File: src/rtl/div_pkg.sv
// Shared encodings for the EX-stage divider: FSM states, handshake levels and
// the ALU op codes that select DIV/DIVU.
package div_pkg;

  localparam int DIV_DATA_W = 32;

  typedef enum logic [1:0] {
    S_FREE   = 2'b00,
    S_BYZERO = 2'b01,
    S_ON     = 2'b10,
    S_END    = 2'b11
  } div_state_e;

  localparam logic DIV_START     = 1'b1;
  localparam logic DIV_STOP      = 1'b0;
  localparam logic DIV_READY     = 1'b1;
  localparam logic DIV_NOT_READY = 1'b0;

  localparam logic [7:0] OP_DIV  = 8'b0001_1010;
  localparam logic [7:0] OP_DIVU = 8'b0001_1011;

endpackage

File: src/rtl/div_step.sv
// One radix-2 restoring step: shift {rem,quo} left by one, trial-subtract the
// divisor and keep the difference when it does not borrow.
module div_step #(
  parameter int DATA_W = 32
) (
  input  logic [DATA_W-1:0] i_rem,
  input  logic [DATA_W-1:0] i_quo,
  input  logic [DATA_W-1:0] i_divisor,
  output logic [DATA_W-1:0] o_rem,
  output logic [DATA_W-1:0] o_quo
);

  logic [DATA_W:0] w_rem_sh;
  logic [DATA_W:0] w_trial;
  logic            w_borrow;

  assign w_rem_sh = {i_rem, i_quo[DATA_W-1]};
  assign w_trial  = w_rem_sh - {1'b0, i_divisor};
  // rem < divisor always holds, so the top bit of the trial is exactly the borrow.
  assign w_borrow = w_trial[DATA_W];

  assign o_rem = w_borrow ? w_rem_sh[DATA_W-1:0] : w_trial[DATA_W-1:0];
  assign o_quo = {i_quo[DATA_W-2:0], ~w_borrow};

endmodule

File: src/rtl/div.sv
// Multi-cycle restoring divider for DIV/DIVU. EX holds i_start until it has
// consumed o_result; i_annul cancels an operation still in flight.
module div
  import div_pkg::*;
#(
  parameter int DATA_W = DIV_DATA_W
) (
  input  logic                  clk,
  input  logic                  rst,
  input  logic                  i_signed,
  input  logic [DATA_W-1:0]     i_dividend,
  input  logic [DATA_W-1:0]     i_divisor,
  input  logic                  i_start,
  input  logic                  i_annul,
  output logic [2*DATA_W-1:0]   o_result,
  output logic                  o_ready
);

  localparam int CNT_W = $clog2(DATA_W) + 1;

  div_state_e          r_state;
  logic [CNT_W-1:0]    r_cnt;
  logic [DATA_W-1:0]   r_rem;
  logic [DATA_W-1:0]   r_quo;
  logic [DATA_W-1:0]   r_divisor;
  logic                r_neg_q;
  logic                r_neg_r;
  logic [2*DATA_W-1:0] r_result;
  logic                r_ready;

  logic [DATA_W-1:0]   w_dividend_abs;
  logic [DATA_W-1:0]   w_divisor_abs;
  logic [DATA_W-1:0]   w_rem_nxt;
  logic [DATA_W-1:0]   w_quo_nxt;
  logic [DATA_W-1:0]   w_rem_fix;
  logic [DATA_W-1:0]   w_quo_fix;
  logic                w_last_step;

  // The most negative value negates to itself and is then read as unsigned.
  assign w_dividend_abs = (i_signed && i_dividend[DATA_W-1]) ? -i_dividend : i_dividend;
  assign w_divisor_abs  = (i_signed && i_divisor[DATA_W-1])  ? -i_divisor  : i_divisor;

  div_step #(.DATA_W(DATA_W)) u_step (
    .i_rem     (r_rem),
    .i_quo     (r_quo),
    .i_divisor (r_divisor),
    .o_rem     (w_rem_nxt),
    .o_quo     (w_quo_nxt)
  );

  assign w_rem_fix   = r_neg_r ? -w_rem_nxt : w_rem_nxt;
  assign w_quo_fix   = r_neg_q ? -w_quo_nxt : w_quo_nxt;
  assign w_last_step = (r_cnt == CNT_W'(DATA_W - 1));

  // NOTE: every register here, datapath included, is cleared by the synchronous
  // reset so an aborted operation can never leak a partial result.
  always_ff @(posedge clk) begin
    if (rst) begin
      r_state   <= S_FREE;
      r_cnt     <= '0;
      r_rem     <= '0;
      r_quo     <= '0;
      r_divisor <= '0;
      r_neg_q   <= 1'b0;
      r_neg_r   <= 1'b0;
      r_result  <= '0;
      r_ready   <= DIV_NOT_READY;
    end else begin
      case (r_state)
        S_FREE: begin
          r_result <= '0;
          r_ready  <= DIV_NOT_READY;
          if (i_start == DIV_START && !i_annul) begin
            r_cnt     <= '0;
            r_rem     <= '0;
            r_quo     <= w_dividend_abs;
            r_divisor <= w_divisor_abs;
            r_neg_q   <= i_signed & (i_dividend[DATA_W-1] ^ i_divisor[DATA_W-1]);
            r_neg_r   <= i_signed & i_dividend[DATA_W-1];
            r_state   <= (i_divisor == '0) ? S_BYZERO : S_ON;
          end
        end
        S_BYZERO: begin
          if (i_annul) begin
            r_state <= S_FREE;
          end else begin
            r_result <= '0;
            r_ready  <= DIV_READY;
            r_state  <= S_END;
          end
        end
        S_ON: begin
          if (i_annul) begin
            r_state <= S_FREE;
          end else begin
            r_rem <= w_rem_nxt;
            r_quo <= w_quo_nxt;
            r_cnt <= r_cnt + 1'b1;
            // The final step and the sign fixup share one edge to meet the latency.
            if (w_last_step) begin
              r_result <= {w_rem_fix, w_quo_fix};
              r_ready  <= DIV_READY;
              r_state  <= S_END;
            end
          end
        end
        S_END: begin
          if (i_start == DIV_STOP) begin
            r_result <= '0;
            r_ready  <= DIV_NOT_READY;
            r_state  <= S_FREE;
          end
        end
        default: r_state <= S_FREE;
      endcase
    end
  end

  assign o_result = r_result;
  assign o_ready  = r_ready;

endmodule

File: config.mk
export PLATFORM = sky130hd
export DESIGN_NAME = div
export DESIGN_NICKNAME = d
export VERILOG_FILES = /design/src/rtl/div_pkg.sv /design/src/rtl/div_step.sv /design/src/rtl/div.sv
export SDC_FILE = /design/constraint.sdc
export NUM_CORES = 1
export LEC_CHECK = 0
export BUFFER_PORTS_ARGS = -buffer_cell sky130_fd_sc_hd__buf_2
export CORE_ASPECT_RATIO = 0.8
export CORE_MARGIN = 10
export CORE_UTILIZATION = 40
export CTS_CLUSTER_DIAMETER = 80
export CTS_CLUSTER_SIZE = 8
export DETAILED_ROUTE_END_ITERATION = 10
export HOLD_SLACK_MARGIN = 0.03
export SKIP_LAST_GASP = 1
export SYNTH_ARGS = -nofsm -noshare
export SYNTH_HDL_FRONTEND = slang
export SYNTH_SLANG_ARGS = --single-unit
File: constraint.sdc
create_clock -name clk -period 6 [get_ports clk]
set_clock_uncertainty 0.1 [all_clocks]
set_input_delay 1.8 -clock clk [delete_from_list [all_inputs] [get_ports clk]]
set_output_delay 1.8 -clock clk [all_outputs]
set_load 0.02 [all_outputs]
Word level (Yosys, flattened, before mapping)
Cells that the tools add are included.
{"block": "word_totals", "wordCells": 71, "register_bits": 171, "out_inout_bits": 65, "input_bits": 69}
{"block": "classes", "n_reduce_logical": 11, "bitwise_logic": 4, "mux": 31, "addsub": 6, "eq_ne": 10}
{"op": "32-bit 2-to-1 mux", "n": 9}
{"op": "64-bit 2-to-1 mux", "n": 4}
{"op": "64-bit one-hot mux with 4 select lines", "n": 1}
{"op": "32-bit negator", "n": 4}
{"op": "32-bit one-hot mux with 2 select lines", "n": 2}
{"op": "33-bit by 32-bit subtractor with 33-bit output", "n": 1}
{"op": "32-bit zero test", "n": 1}
{"op": "2-bit 2-to-1 mux", "n": 6}
{"op": "6-bit 2-to-1 mux", "n": 2}
{"op": "6-bit one-hot mux with 2 select lines", "n": 1}
{"op": "2-bit != test, second input constant", "n": 5}
{"op": "2-bit one-hot mux with 4 select lines", "n": 1}
{"op": "6-bit by 1-bit adder with 6-bit output, second input constant", "n": 1}
{"op": "6-bit by 5-bit equality test with 1-bit output, second input constant", "n": 1}
{"op": "3-bit AND reduction", "n": 2}
{"op": "2-bit equality test, second input constant", "n": 2}
{"op": "1-bit 2-to-1 mux", "n": 4}
{"op": "1-bit one-hot mux with 4 select lines", "n": 1}
{"op": "4-bit AND reduction", "n": 1}
{"op": "1-bit logical AND", "n": 3}
{"op": "3-bit != test, second input constant", "n": 1}
{"op": "1-bit bitwise AND", "n": 2}
{"op": "2-bit by 1-bit equality test with 1-bit output, second input constant", "n": 1}
{"op": "2-bit zero test", "n": 1}
{"op": "other kinds (5)", "n": 5}

Longest topological paths before layout
{"block": "logic_depth", "ltp_word": 7, "ltp_mapped": 27, "ltp_nobuf": 25}

Cells and area by module
Synthesis repeated with hierarchy kept, for this count alone.
{"block": "unflattened", "hier_cells": 1497, "area_unflattened_um2": 11947.7}
{"mod": "div", "area_per_inst_um2": 9356.5, "seq_area_each_um2": 3423.3, "n_inst": 1, "cells_per_inst": 1161}
{"mod": "div_step", "area_per_inst_um2": 2591.2, "seq_area_each_um2": 0.0, "n_inst": 1, "cells_per_inst": 336}

Least setup slack after synthesis
No wires, ideal clock.
{"block": "synth_path", "path_kind": "register to register", "from": "reg r_quo[31]", "to": "reg r_result[48], in the netlist o_result[48]", "arrival_time_ns": 4.578, "required_time_ns": 5.783, "path_stages_with_launch": 24, "synth_period_minus_slack_ns": 4.794, "setup_ns": 0.117, "path_slack_ns": 1.206, "n_path_buf": 3, "cell_sequence": "dfxtp_1 inv_1 ha_1 inv_1 fa_1 a211oi_2 o21ai_2 o21ai_2 a2111oi_4 o21a_2 nor2_4 buf_4 buf_2 buf_2 mux2i_1 ha_1 inv_1 nor4_1 nand2_1 mux2i_1 nand3b_1 o41ai_2 xor2_1 a22o_1"}
{"block": "synth_between", "elab_chain_len": 7}
{"element": "start: declaration", "line_no": "div.sv:24", "source": "logic [DATA_W-1:0] r_quo;"}
{"element": "start signal: assignment", "line_no": "div.sv:76", "source": "r_quo <= w_dividend_abs;"}
{"element": "start signal: assignment", "line_no": "div.sv:97", "source": "r_quo <= w_quo_nxt;"}
{"element": "33-bit by 32-bit subtractor with 33-bit output", "line_no": "div_step.sv:18", "source": "assign w_trial = w_rem_sh - {1'b0, i_divisor};"}
{"element": "32-bit 2-to-1 mux *", "line_no": "div_step.sv:22", "source": "assign o_rem = w_borrow ? w_rem_sh[DATA_W-1:0] : w_trial[DATA_W-1:0];"}
{"element": "32-bit negator", "line_no": "div.sv:51", "source": "assign w_rem_fix = r_neg_r ? -w_rem_nxt : w_rem_nxt;"}
{"element": "32-bit 2-to-1 mux *", "line_no": "div.sv:51"}
{"element": "64-bit 2-to-1 mux *", "line_no": "div.sv:100", "source": "if (w_last_step) begin"}
{"element": "64-bit 2-to-1 mux *", "line_no": "div.sv:93", "source": "if (i_annul) begin"}
{"element": "64-bit one-hot mux with 4 select lines *", "line_no": "div.sv:69", "source": "case (r_state)"}
{"element": "end signal: assignment", "line_no": "div.sv:101", "source": "r_result <= {w_rem_fix, w_quo_fix};"}
{"element": "end: declaration", "line_no": "div.sv:28", "source": "logic [2*DATA_W-1:0] r_result;"}
Mark *: on every way between the ends. The rest lies on a longest branch, timed or not. The select of a mux whose other input is x is not followed.
A chain may end at the register's enable or synchronous reset.

Final worst setup path
{"block": "layout_path", "from": "reg r_quo[31]", "to": "reg r_result[58], in the netlist o_result[58]"}
The elaborated chain is that of the path after synthesis.

==> flow_summary_export.csv <==
group,metric,value,unit
yosys,synth_top_area_share,29.61,%
timing,min_period_over_period,84.53,%
yosys,ys_types,78,
yosys,synth_area,11560,sq um
clock_network,clkTransAtPathRegs,90,ps
floorplan,chipHeight,172.1,um
clock_network,cts_buffer_depth,2,
yosys,synth_top_family_by_area,"compound AO/OA/AOI/OAI gates",
yosys,synthMuxAreaShare,2.132,%
timing,period_needed,5072,ps
global_routing,grt_pass1_wl,58.93,mm
cells_and_area,drive_above_1_share,13.76,%
run,drv_cap,0,
cells_and_area,area_delta_synth_final,12.99,%
yosys,synth_compound_area_share,25.91,%
floorplan,coreArea,28350,sq um
yosys,async_flop_share,0,%
power,power.leakage,5.167,nW
global_routing,groute.usage.overall,20.21,%
setup_path,path_class,"flop to flop",
clock_network,cts_sinks,171,
routing,vias,11230,
run_status,outcome,"completed",
routing,wl_per_cell,19.20,um
yosys,syn_area_per_cell,7.615,sq um
setup_path,crit_path_end_kind,"flop",
yosys,yosys.area_share.simple,21.65,%
clock_network,cts-root-buf,"clkbuf_16",
placed_design,portBuffers,133,
yosys,post-synth-top-area-cell,"dfxtp_1",
yosys,ys_seq_area_share,29.61,%
floorplan,initial_utilization,40.77,%
routing,ant_nets,0,
routing,drtPass1Iterations,6,
routing,drc,0,
floorplan,dieArea,36140,sq um
power,ir_worst_vdd,0.1931,mV
cells_and_area,fillCellCount,2946,
cells_and_area,final_cell_mix,"215 x nand2_1, 171 x dfxtp_1, 156 x nor2_1, 132 x buf_2, 99 x a21oi_1",
clock_network,cts_tree,"yes",
power,powerDensity,351.7,nW/um^2
timing,rsz0062_at_grt,"false",
global_routing,grt-ovfl-total,0,
timing,hold_viol_final,0,
cells_and_area,final_common_cell,"nand2_1",
yosys,syn_inst,1518,
yosys,synth-main-ff-cell,"dfxtp_1",
timing,worst_hold_slack,366.1,ps
worst_hold_path,hold_class,"flop to flop",
cells_and_area,seq_area,3423,sq um
yosys,synth_xor_area_share,10.99,%
yosys,synth_edf_count,0,
global_routing,grt_max_degree,94,
setup_path,path_max_fanout,34,
global_routing,grt_pass1_vias,9999,
routing,wirelength,38.00,mm
cells_and_area,multi_input_area,7577,sq um
timing,fin_tns_setup,0,ps
yosys,ys_seq_elements,171,
timing,drv_slew,0,
routing,via_per_inst,5.674,
placed_design,gp_congestion,0.9708,
timing,clock.fmax,197.2,MHz
clock_network,tritoncts.num_buffers,17,
placed_design,dp.final_hpwl,29.63,mm
setup_path,worstPathRequired,6240,ps
clock_network,cts_resized,0,
floorplan,fp.dieW,210.1,um
setup_path,cp.arrival,5310,ps
clock_network,clock_latency,450,ps
clock_network,post_cts_buffers,0,
cells_and_area,nNetsFinal,1705,
floorplan,ios,134,
yosys,synth_adder_area_share,4.719,%
global_routing,antenna_found_initial,6,
yosys,synth_warnings,0,
timing,relSlewSlack,23.04,%
timing,setup_viol,0,
timing,worst_pin_slew,1154,ps
clock_network,cts_htree_levels,4,
clock_network,hold_buffers,0,
yosys,synth_nets,1630,
yosys,synth.area.top_cells,"dfxtp_1 30%, nand2_1 7.0%, xnor2_1 6.1%",
setup_path,setup.worst_path.start_class,"flop",
floorplan,fp-row-count,55,
routing,detail_route.iter0.violations,1111,
through the flow:
step / instances / total power [mW] / utilization (%) / setup slack [ps] / area (sq um)
final: 1979 / 4.593 / 46.07 / 928.3 / 13060
after global routing: 1978 / 4.877 / 46.06 / 504.5 / 13060
after CTS: 1976 / 4.576 / 46.04 / 986.9 / 13050
after detailed placement: 1944 / 3.431 / 43.87 / 1004 / 12440
after global placement: 1944 / 3.421 / 43.87 / 1115 / 12440
after floorplan: 1518 / 2.857 / - / 1206 / 11560
worst max-delay path, cell delays in order (launching register included):
cell	delay [ps]
dfxtp_1	340
inv_1	60
ha_1	170
inv_1	60
fa_1	420
a211oi_2	300
o21ai_2	140
o21ai_2	210
a2111oi_4	130
o21a_2	340
nor2_4	200
inv_4	40
buf_4	250
nand2_1	100
o21ai_0	130
inv_1	90
ha_1	190
inv_1	60
nor4_1	370
nand2_1	150
nor2_1	110
o21ai_0	110
o31ai_2	110
nand4_2	220
o31ai_2	310
xnor2_1	90
a22o_1	190
cell families (layout without fill, tap and decap cells):
group | after synthesis | in the layout
XOR/XNOR | 145 | 145
adder cells (fa/ha/maj) | 43 | 43
buffers and inverters | 145 | 233
flip-flops | 171 | 171
multiplexers | 24 | 24
other | 0 | 3
AND/OR/NAND/NOR | 552 | 552
AO/OA/AOI/OAI | 438 | 438
layout make-up:
cell class | instances | area share (%)
Multi-Input combinational cell | 1202 | 58.01
Sequential cell | 171 | 26.21
Timing Repair Buffer | 146 | 5.863
Tap cell | 370 | 3.544
Clock buffer | 18 | 3.362
Inverter | 55 | 1.600
Clock inverter | 14 | 1.351
Antenna cell | 3 | 0.05748
metal layers:
metal | up-vias | global-route usage, % | part of all wire (%)
met4 | 6 | 2.935 | 0.46
met1 | 5190 | 33.08 | 54
met2 | 414 | 24.93 | 36
li1 | 5600 | - | -
met5 | - | 0 | 0.089
met3 | 18 | 5.138 | 8.7
Yosys cell counts, types with 8 or more instances:
cell and instances:
o41ai_1 15, mux2i_1 19, nor4_1 18, a211oi_1 31, or4_1 10, ha_1 42, dfxtp_1 171, clkbuf_1 68
a31oi_1 19, xor2_1 64, a21oi_1 99, xnor2_1 81, nand3_1 46, buf_2 9, or3_1 9, nor3_1 26
o21ai_0 92, a22oi_1 38, a21o_1 12, o31ai_1 20, nand4_1 13, inv_1 54, nor2b_1 12, a22o_1 34
and3_1 8, nor2_1 158, nand2_1 215
worst paths after layout:
check	endpoint	start	cells after the start	slack [ps]
hold / removal	r_divisor[31]$_SDFFE_PP0P_	r_divisor[31]$_SDFFE_PP0P_	2	370
setup / recovery	o_result[58]$_SDFFE_PP0P_	r_quo[31]$_SDFFE_PP0P_	26	930
hold reg to reg	r_divisor[31]$_SDFFE_PP0P_	r_divisor[31]$_SDFFE_PP0P_	2	370
setup reg to reg	o_result[58]$_SDFFE_PP0P_	r_quo[31]$_SDFFE_PP0P_	26	930
sequential cells by signal, summed over array words and instances (netlist names):
signal and cells:
r_cnt 6, r_state 2, r_rem 32, r_quo 32
o_result 64, r_neg_r 1, r_divisor 32, r_neg_q 1
o_ready 1
power by group:
part | internal (mW) | total, mW | switching [mW]
combinational | 0.664 | 2.09 | 1.43
sequential | 1.24 | 1.36 | 0.117
clock | 0.576 | 1.14 | 0.568
total | 2.48 | 4.59 | 2.11
(Power assumes the default switching activity.)
